**config.mk**
```make
export PLATFORM = sky130hd
export DESIGN_NAME = pattern_loader_flat
export DESIGN_NICKNAME = d
export VERILOG_FILES = /design/src/rtl/pattern_loader_if.sv /design/src/rtl/pattern_loader.sv /design/src/flat_wrapper.sv
export SDC_FILE = /design/constraint.sdc
export NUM_CORES = 1
export LEC_CHECK = 0
export ABC_AREA = 1
export CELL_PAD_IN_SITES_DETAIL_PLACEMENT = 1
export CELL_PAD_IN_SITES_GLOBAL_PLACEMENT = 2
export CORE_UTILIZATION = 35
export CTS_BUF_LIST = sky130_fd_sc_hd__clkbuf_8 sky130_fd_sc_hd__clkbuf_16
export DETAILED_ROUTE_END_ITERATION = 8
export DONT_BUFFER_PORTS = 1
export PLACE_DENSITY = 0.76
export SYNTH_ARGS = -nofsm -noshare
export SYNTH_HDL_FRONTEND = slang
export SYNTH_SLANG_ARGS = --single-unit
```
**constraint.sdc**
```tcl
create_clock -name clk -period 2.1 [get_ports clk]
set_input_delay 0 -clock clk [delete_from_list [all_inputs] [get_ports clk]]
set_output_delay 0 -clock clk [all_outputs]
set_load 0.005 [all_outputs]
```
**src/rtl/pattern_loader_if.sv**
```systemverilog
// Handshake bundle between the pattern selector, the loader and the board RAM write port.
// The master modport is the loader's view; slave is the surrounding environment.
interface pattern_loader_if #(
    parameter int unsigned ROWS = 16,
    parameter int unsigned COLS = 16
);
    localparam int unsigned RW = $clog2(ROWS);

    logic            start;
    logic [1:0]      sel;
    logic            wr_ready;
    logic            wr_en;
    logic [RW-1:0]   wr_row;
    logic [COLS-1:0] wr_data;
    logic            busy;
    logic            done;
    logic [1:0]      pattern_id;

    modport master (
        input  start, sel, wr_ready,
        output wr_en, wr_row, wr_data, busy, done, pattern_id
    );

    modport slave (
        output start, sel, wr_ready,
        input  wr_en, wr_row, wr_data, busy, done, pattern_id
    );
endinterface

```
**src/rtl/pattern_loader.sv**
```systemverilog
// Writes a selected seed pattern (glider/blinker/beacon/acorn) into the board RAM,
// one full row per write, clearing every other cell on the way.
module pattern_loader #(
    parameter int unsigned ROWS = 16,
    parameter int unsigned COLS = 16,
    parameter int unsigned R0   = 4,
    parameter int unsigned C0   = 4
) (
    input logic              clk,
    input logic              rst_n,
    pattern_loader_if.master ld
);
    localparam int unsigned RW = $clog2(ROWS);
    localparam logic [RW-1:0] LastRow = RW'(ROWS - 1);

    typedef enum logic [1:0] {StIdle, StWrite, StDone} state_e;

    state_e          state_q, state_d;
    logic            wr_en_q, wr_en_d;
    logic [RW-1:0]   row_q, row_d;
    logic [COLS-1:0] data_q, data_d;
    logic            busy_q, busy_d;
    logic            done_q, done_d;
    logic [1:0]      pid_q, pid_d;

    logic transfer;
    logic last_row;

    // Pattern window is 8 columns wide; bit k of pat is pattern column k.
    function automatic logic [COLS-1:0] rom_row(input logic [1:0] id, input logic [RW-1:0] row);
        logic [COLS-1:0] word;
        logic [7:0]      pat;
        logic [1:0]      r;
        int unsigned     ri;
        word = '0;
        pat  = '0;
        ri   = 32'(row);
        r    = 2'(ri - R0);
        if (ri >= R0 && ri < R0 + 4) begin
            case (id)
                2'b00: begin
                    case (r)
                        2'd0:    pat = 8'h02;
                        2'd1:    pat = 8'h04;
                        2'd2:    pat = 8'h07;
                        default: pat = 8'h00;
                    endcase
                end
                2'b01: begin
                    case (r)
                        2'd1:    pat = 8'h07;
                        default: pat = 8'h00;
                    endcase
                end
                2'b10: begin
                    case (r)
                        2'd0, 2'd1: pat = 8'h03;
                        default:    pat = 8'h0C;
                    endcase
                end
                default: begin
                    case (r)
                        2'd0:    pat = 8'h02;
                        2'd1:    pat = 8'h08;
                        2'd2:    pat = 8'h73;
                        default: pat = 8'h00;
                    endcase
                end
            endcase
        end
        word[C0 +: 8] = pat;
        return word;
    endfunction

    assign transfer = wr_en_q & ld.wr_ready;
    assign last_row = (row_q == LastRow);

    always_ff @(posedge clk or negedge rst_n) begin
        if (!rst_n) begin
            state_q <= StIdle;
            wr_en_q <= 1'b0;
            row_q   <= '0;
            data_q  <= '0;
            busy_q  <= 1'b0;
            done_q  <= 1'b0;
            pid_q   <= 2'b00;
        end else begin
            state_q <= state_d;
            wr_en_q <= wr_en_d;
            row_q   <= row_d;
            data_q  <= data_d;
            busy_q  <= busy_d;
            done_q  <= done_d;
            pid_q   <= pid_d;
        end
    end

    always_comb begin
        state_d = state_q;
        unique case (state_q)
            StIdle:  if (ld.start) state_d = StWrite;
            StWrite: if (transfer && last_row) state_d = StDone;
            StDone:  state_d = StIdle;
            default: state_d = StIdle;
        endcase
    end

    // Next values for the registered outputs; the counter never advances past LastRow.
    always_comb begin
        wr_en_d = wr_en_q;
        row_d   = row_q;
        data_d  = data_q;
        busy_d  = busy_q;
        done_d  = 1'b0;
        pid_d   = pid_q;
        unique case (state_q)
            StIdle: begin
                busy_d = 1'b0;
                if (ld.start) begin
                    pid_d   = ld.sel;
                    row_d   = '0;
                    data_d  = rom_row(ld.sel, '0);
                    wr_en_d = 1'b1;
                    busy_d  = 1'b1;
                end
            end
            StWrite: begin
                if (transfer) begin
                    if (last_row) begin
                        wr_en_d = 1'b0;
                        done_d  = 1'b1;
                    end else begin
                        row_d  = row_q + 1'b1;
                        data_d = rom_row(pid_q, row_q + 1'b1);
                    end
                end
            end
            StDone: begin
                busy_d = 1'b0;
            end
            default: begin
                wr_en_d = 1'b0;
                busy_d  = 1'b0;
            end
        endcase
    end

    assign ld.wr_en      = wr_en_q;
    assign ld.wr_row     = row_q;
    assign ld.wr_data    = data_q;
    assign ld.busy       = busy_q;
    assign ld.done       = done_q;
    assign ld.pattern_id = pid_q;
endmodule

```
**src/flat_wrapper.sv**
```systemverilog
// flat-port wrapper written by rule: the top's interface ports become plain ports
module pattern_loader_flat 
#(
    parameter int unsigned ROWS = 16,
    parameter int unsigned COLS = 16,
    parameter int unsigned R0   = 4,
    parameter int unsigned C0   = 4
)
  (clk, rst_n, ld_start, ld_sel, ld_wr_ready, ld_wr_en, ld_wr_row, ld_wr_data, ld_busy, ld_done, ld_pattern_id);
  pattern_loader_if #(.ROWS(ROWS), .COLS(COLS)) ld_i ();
  input logic clk;
  input logic rst_n;
  input wire logic [$bits(ld_i.start)-1:0] ld_start;
  input wire logic [$bits(ld_i.sel)-1:0] ld_sel;
  input wire logic [$bits(ld_i.wr_ready)-1:0] ld_wr_ready;
  output wire logic [$bits(ld_i.wr_en)-1:0] ld_wr_en;
  output wire logic [$bits(ld_i.wr_row)-1:0] ld_wr_row;
  output wire logic [$bits(ld_i.wr_data)-1:0] ld_wr_data;
  output wire logic [$bits(ld_i.busy)-1:0] ld_busy;
  output wire logic [$bits(ld_i.done)-1:0] ld_done;
  output wire logic [$bits(ld_i.pattern_id)-1:0] ld_pattern_id;
  assign ld_i.start = ld_start;
  assign ld_i.sel = ld_sel;
  assign ld_i.wr_ready = ld_wr_ready;
  assign ld_wr_en = ld_i.wr_en;
  assign ld_wr_row = ld_i.wr_row;
  assign ld_wr_data = ld_i.wr_data;
  assign ld_busy = ld_i.busy;
  assign ld_done = ld_i.done;
  assign ld_pattern_id = ld_i.pattern_id;
  pattern_loader #(.ROWS(ROWS), .COLS(COLS), .R0(R0), .C0(C0)) u_core (.clk(clk), .rst_n(rst_n), .ld(ld_i));
endmodule
```
Yosys cells after proc, flatten, opt, wreduce, memory -nomap -nowiden

Cells that the tools add are included.

Flip-flop bits (word level): 27
Output and inout port bits: 25
Input port bits: 6
Word-level logic and storage cells: 62

Mux-type cells: 26
Bitwise logic cells: 2
Reductions and logical operators: 11
Eq/ne operators: 12
Add/sub/neg operators: 2
$lt $le $gt $ge: 2

Operators with widths:

| kind                                                               | number |
|---|---|
| 2-to-1 mux 16 bit                                                  | 3 |
| case mux 16 bit (2 select lines)                                   | 1 |
| case mux 8 bit (3 select lines)                                    | 1 |
| case mux 7 bit (3 select lines)                                    | 1 |
| 2-to-1 mux 4 bit                                                   | 4 |
| case mux 3 bit (3 select lines)                                    | 1 |
| 2-to-1 mux 8 bit                                                   | 1 |
| case mux 4 bit (2 select lines)                                    | 1 |
| AND reduction 4 bit                                                | 2 |
| 2-to-1 mux 1 bit                                                   | 7 |
| == test 2 x 1 -> 1 bit (second input constant)                     | 3 |
| == test 2 bit (second input constant)                              | 3 |
| logical NOT 2 bit                                                  | 3 |
| != test 2 x 1 -> 1 bit (second input constant)                     | 3 |
| adder 4 x 1 -> 4 bit (second input constant)                       | 1 |
| == test 4 bit (second input constant)                              | 1 |
| greater-or-equal comparator 4 x 3 -> 1 bit (second input constant) | 1 |
| < comparator 4 bit (second input constant)                         | 1 |
| 2-to-1 mux 2 bit                                                   | 2 |
| != test 2 bit (second input constant)                              | 2 |
| case mux 2 bit (2 select lines)                                    | 1 |
| AND reduction 2 bit                                                | 2 |
| 2-to-1 mux 3 bit                                                   | 1 |
| case mux 1 bit (3 select lines)                                    | 1 |
| 7 further kinds                                                    | 8 |

Longest topological paths before layout

Depth in word-level cells: 10
Depth in mapped cells: 8
Mapped depth without buffers: 8

Worst setup path after synthesis

No wires, ideal clock.

Kind: reg-to-reg
From: register u_core.row_q[0] (netlist: u_core.ld.wr_row[0])
To: register u_core.data_q[6] (netlist: u_core.ld.wr_data[6])
Cell stages (with the launch flop): 9
Library setup time: 116 ps
Path slack: 819 ps
Data arrival time: 1,165 ps
Cells stage by stage: dfrtp_1 > inv_1 > ha_1 > nand3_1 > nand2_1 > nor2_1 > nor2_1 > nand2_1 > nand2_1

Longest elaborated chain between the ends: 10
Elaborated cells on any way between the ends: 20
Classes of those cells: 2 x add/sub; 2 x order compare; 4 x eq/ne; 8 x mux; 4 x reduce/logical

RTL lines:

| what                                                               | line                                                             | text |
|---|---|---|
| start, declared                                                    | pattern_loader.sv:20                                             | `logic [RW-1:0] row_q, row_d;` |
| start signal, assigned                                             | pattern_loader.sv:90                                             | `row_q <= row_d;` |
| adder 4 x 1 -> 4 bit                                               | pattern_loader.sv:134                                            | `data_d = rom_row(pid_q, row_q + 1'b1);` |
| subtractor 2 x 1 -> 2 bit                                          | pattern_loader.sv:38                                             | `r = 2'(ri - R0);` |
| == test 2 x 1 -> 1 bit / logical NOT 2 bit (equally long branches) | pattern_loader.sv:42, pattern_loader.sv:50, pattern_loader.sv:56 |  |
| OR reduction 2 bit                                                 | pattern_loader.sv:56                                             | `case (r)` |
| 2-to-1 mux 4 bit                                                   | pattern_loader.sv:56                                             |  |
| case mux 8 bit (3 select lines)                                    | pattern_loader.sv:40                                             | `case (id)` |
| 2-to-1 mux 8 bit                                                   | pattern_loader.sv:39                                             | `if (ri >= R0 && ri < R0 + 4) begin` |
| 2-to-1 mux 16 bit                                                  | pattern_loader.sv:129                                            | `if (last_row) begin` |
| 2-to-1 mux 16 bit                                                  | pattern_loader.sv:128                                            | `if (transfer) begin` |
| case mux 16 bit (2 select lines)                                   | pattern_loader.sv:116                                            | `unique case (state_q)` |
| end signal, assigned                                               | pattern_loader.sv:91                                             | `data_q <= data_d;` |
| end, declared                                                      | pattern_loader.sv:21                                             | `logic [COLS-1:0] data_q, data_d;` |

Parallel ways exist; a longest one is shown, timed or not. The select of a mux whose other input is x is not followed.
A chain may end at the register's enable or synchronous reset.

Final worst setup path

From: register u_core.row_q[1] (netlist: u_core.ld.wr_row[1])
To: register u_core.wr_en_q (netlist: u_core.ld.wr_en)

Longest elaborated chain between the ends: 3

RTL lines:

| what                                    | line                 | text |
|---|---|---|
| == test 4 bit                           | pattern_loader.sv:76 | `assign last_row = (row_q == LastRow);` |
| != test 2 x 1 -> 1 bit (no source line) | n/a                  |  |
| AND reduction 4 bit (no source line)    | n/a                  |  |
| end signal, assigned                    | pattern_loader.sv:89 | `wr_en_q <= wr_en_d;` |
| end, declared                           | pattern_loader.sv:19 | `logic wr_en_q, wr_en_d;` |

Every way passes these cells.

==> flow_summary.yaml <==
logic_synthesis:
  synth_top_area_cell: "dfrtp_1"
  syn_area_per_cell_um2: 7.69
  netlist-cell-type-count: 22
  synth-seq-cells: 16
  syn_area_um2: 946
  yosysWarningCount: 0
  synth_edf_count: 0
  netlist_instances: 123
  ys.flop_type: "dfrtp_1"
  synth.area.top_cells: "dfrtp_1 42%, nand2_1 13%, buf_4 8.7%"
  synth_most_common_cell: "nand2_1"
  synth_top_area_share_pct: 42.3
  ys_seq_area_share_pct: 42.3
  synthArstFlopShare_pct: 100
  netlist_top_cells_count: "33 x nand2_1, 16 x dfrtp_1, 12 x inv_1, 12 x nor2_1, 11 x buf_4"
place:
  dpl-instance-area_um2: 931
  dp_hpwl_um: 1620
  place.gp.congestion: 0.800
  io_buffers: 0
die:
  die_w_um: 54.0
  floorplan.initialDensity_pct: 37.5
  die_area_mm2: 0.00291
  coreArea_mm2: 0.00252
  rows: 18
  die_y_um: 54.0
  ios: 31
layout:
  diodes: 0
  finalInstanceArea_mm2: 0.00103
  nFillCells: 339
  finalNetCount: 139
  register_area_um2: 400
  drive_gt1_share_pct: 10.2
  area.growth.synth_to_final_pct: 8.47
  multi_input_area_um2: 440
  utilization_pct: 40.7
sta:
  tightest_slew_ns: 0.746
  finalCritPeriodShare_pct: 70.5
  slew_violations: 0
  post-route-min-period_ns: 1.48
  slew_headroom_pct: 50.1
  finalHoldViolCount: 0
  finalClockSkew_ns: 0.00279
  fmax_ghz: 0.675
  setup_violations: 0
  rsz0062_at_grt: "no"
  tns_ns: 0
worst_setup_path:
  worst-path-max-fanout: 6
  start_kind: "flip-flop"
  startpoint: "u_core.ld.wr_row[1]"
  worstPathCellList: "ha_1, nand2_1, nor2_1, inv_1, o21ai_0, a21oi_1"
  critical_path_required_ns: 2.22
  endpoint_kind: "flip-flop"
  r2r_slack_ns: 0.62
  cp_num_buf_inv: 1
  r2r-start: "u_core.ld.wr_row[1]"
  rr_endpoint: "u_core.ld.wr_en"
  crit_slowest_cell: "dfrtp_1"
  critical_path_depth: 6
  cp.arrival_ns: 1.60
  r2r_cells: 6
  crit_path_end: "u_core.ld.wr_en"
  cpPeakStageDelay_ns: 0.44
  cp_top_family: "flip-flops"
  crit_type: "flip-flop to flip-flop"
clocking:
  cts_setup_buffers: 0
  cts_max_path_buffers: 2
  cts_tree: "built"
  root_buffer: "clkbuf_8"
  htreeDepth: 1
  numCtsBuffers: 3
  clock_sinks: 16
  hold_buffers: 4
  clkLatencyLatePin_ns: 0.25
  cts_resized: 0
  clkTransAtPathRegs_ns: 0.07
pwr:
  p_sw_mw: 0.550
  swShare_pct: 42.3
  power_density_mw_per_mm2: 1270
  pwr-share-comb_pct: 38.3
  power_frac_clock_pct: 21.1
  ir_drop_uv: 548
  power_leakage_nw: 0.538
  seqPwrFrac_pct: 40.6
  intPower_mw: 0.749
drt:
  vias: 740
  drtIter0Drc: 1
  dr.pass1.iters: 2
  viasPerCell: 4.68
  antenna_left: 0
  drcViolationCount: 0
  wl_um: 2040
  wl_per_cell_um: 12.9
run_status:
  status: "complete, no violations"
worst_hold_path:
  hold_path.class: "input pin to flip-flop"
global_route:
  grt_max_degree: 17
  grt_usage_pct: 16.8
  grt_pass1_wl_um: 3420
  grt_overflow: 0
  grt_pass1_vias: 747
  antenna_found_initial: 0
run:
  max_cap_viol_count: 0
[how the worst min path moves through the flow]
stage                      from                 to  slack [ns]  cells after the start
finish              ld_wr_ready     u_core.ld.done        0.02                      2
global route        ld_wr_ready  u_core.state_q[1]        0.03                      2
CTS                 ld_wr_ready  u_core.state_q[1]        0.01                      2
detailed placement        rst_n    u_core.ld.wr_en       -0.30                      0
global placement          rst_n    u_core.ld.wr_en       -0.30                      0
floorplan                 rst_n     u_core.ld.busy       -0.30                      0
[power by group through the flow]
stage	Combinational [mW]	Clock, mW	Sequential [mW]
2_1_floorplan	0.406	0	0.508
3_3_place_gp	0.485	0	0.533
3_5_place_dp	0.492	0	0.538
4_1_cts	0.507	0.289	0.532
5_1_grt	0.593	0.300	0.554
6_report	0.497	0.274	0.528
[per-stage QoR]
stage	hold WS, ns	cells	setup slack, ns	total power, mW
floorplan	-0.296	131	0.819	0.914
global placement	-0.295	150	0.665	1.02
detailed placement	-0.295	150	0.642	1.03
CTS	0.0136	158	0.626	1.33
global route	0.0333	158	0.425	1.45
finish	0.0212	158	0.619	1.30
[flip-flops by register name (all words and copies together), names as in the netlist]
register and cells:
u_core.ld.pattern_id 2, u_core.ld.busy 1, u_core.ld.wr_row 4, u_core.state_q 2, u_core.ld.wr_en 1, u_core.ld.wr_data 5, u_core.ld.done 1
[layout make-up]
class,count,share of cell area (%)
Multi-Input combinational cell,90,42.9
Sequential cell,16,39.0
Clock buffer,4,5.37
Inverter,14,5.12
Timing Repair Buffer,4,3.90
Tap cell,30,3.66
[layer usage]
layer,track usage [%],vias up,routed length [um]
li1,-,375,-
met1,21.1,348,976
met2,27.4,15,966
met3,3.39,2,90
met4,7.69,0,10
met5,0,-,0
[cell families (layout without fill, tap and decap cells)]
family,count (synthesis),count (layout),synth area share [%]
AOI/OAI and AO/OA,15,15,8.99
adders and majority gates,4,4,5.29
buffers and inverters,25,22,14.3
DFF,16,16,42.3
other,1,9,0.396
and+or+nand+nor,62,62,28.7
[layout by cell type (no fill, tap or decap), types with 4 or more instances in the layout]
cell / netlist / routed
ha_1: 4 / 4
nand3_1: 7 / 7
nand2_1: 33 / 33
dfrtp_1: 16 / 16
o21ai_0: 5 / 5
inv_1: 12 / 12
dlygate4sd3_1: 0 / 4
clkbuf_8: 0 / 4
nor2_1: 12 / 12
conb_1: 1 / 9
(Power assumes the default switching activity.)
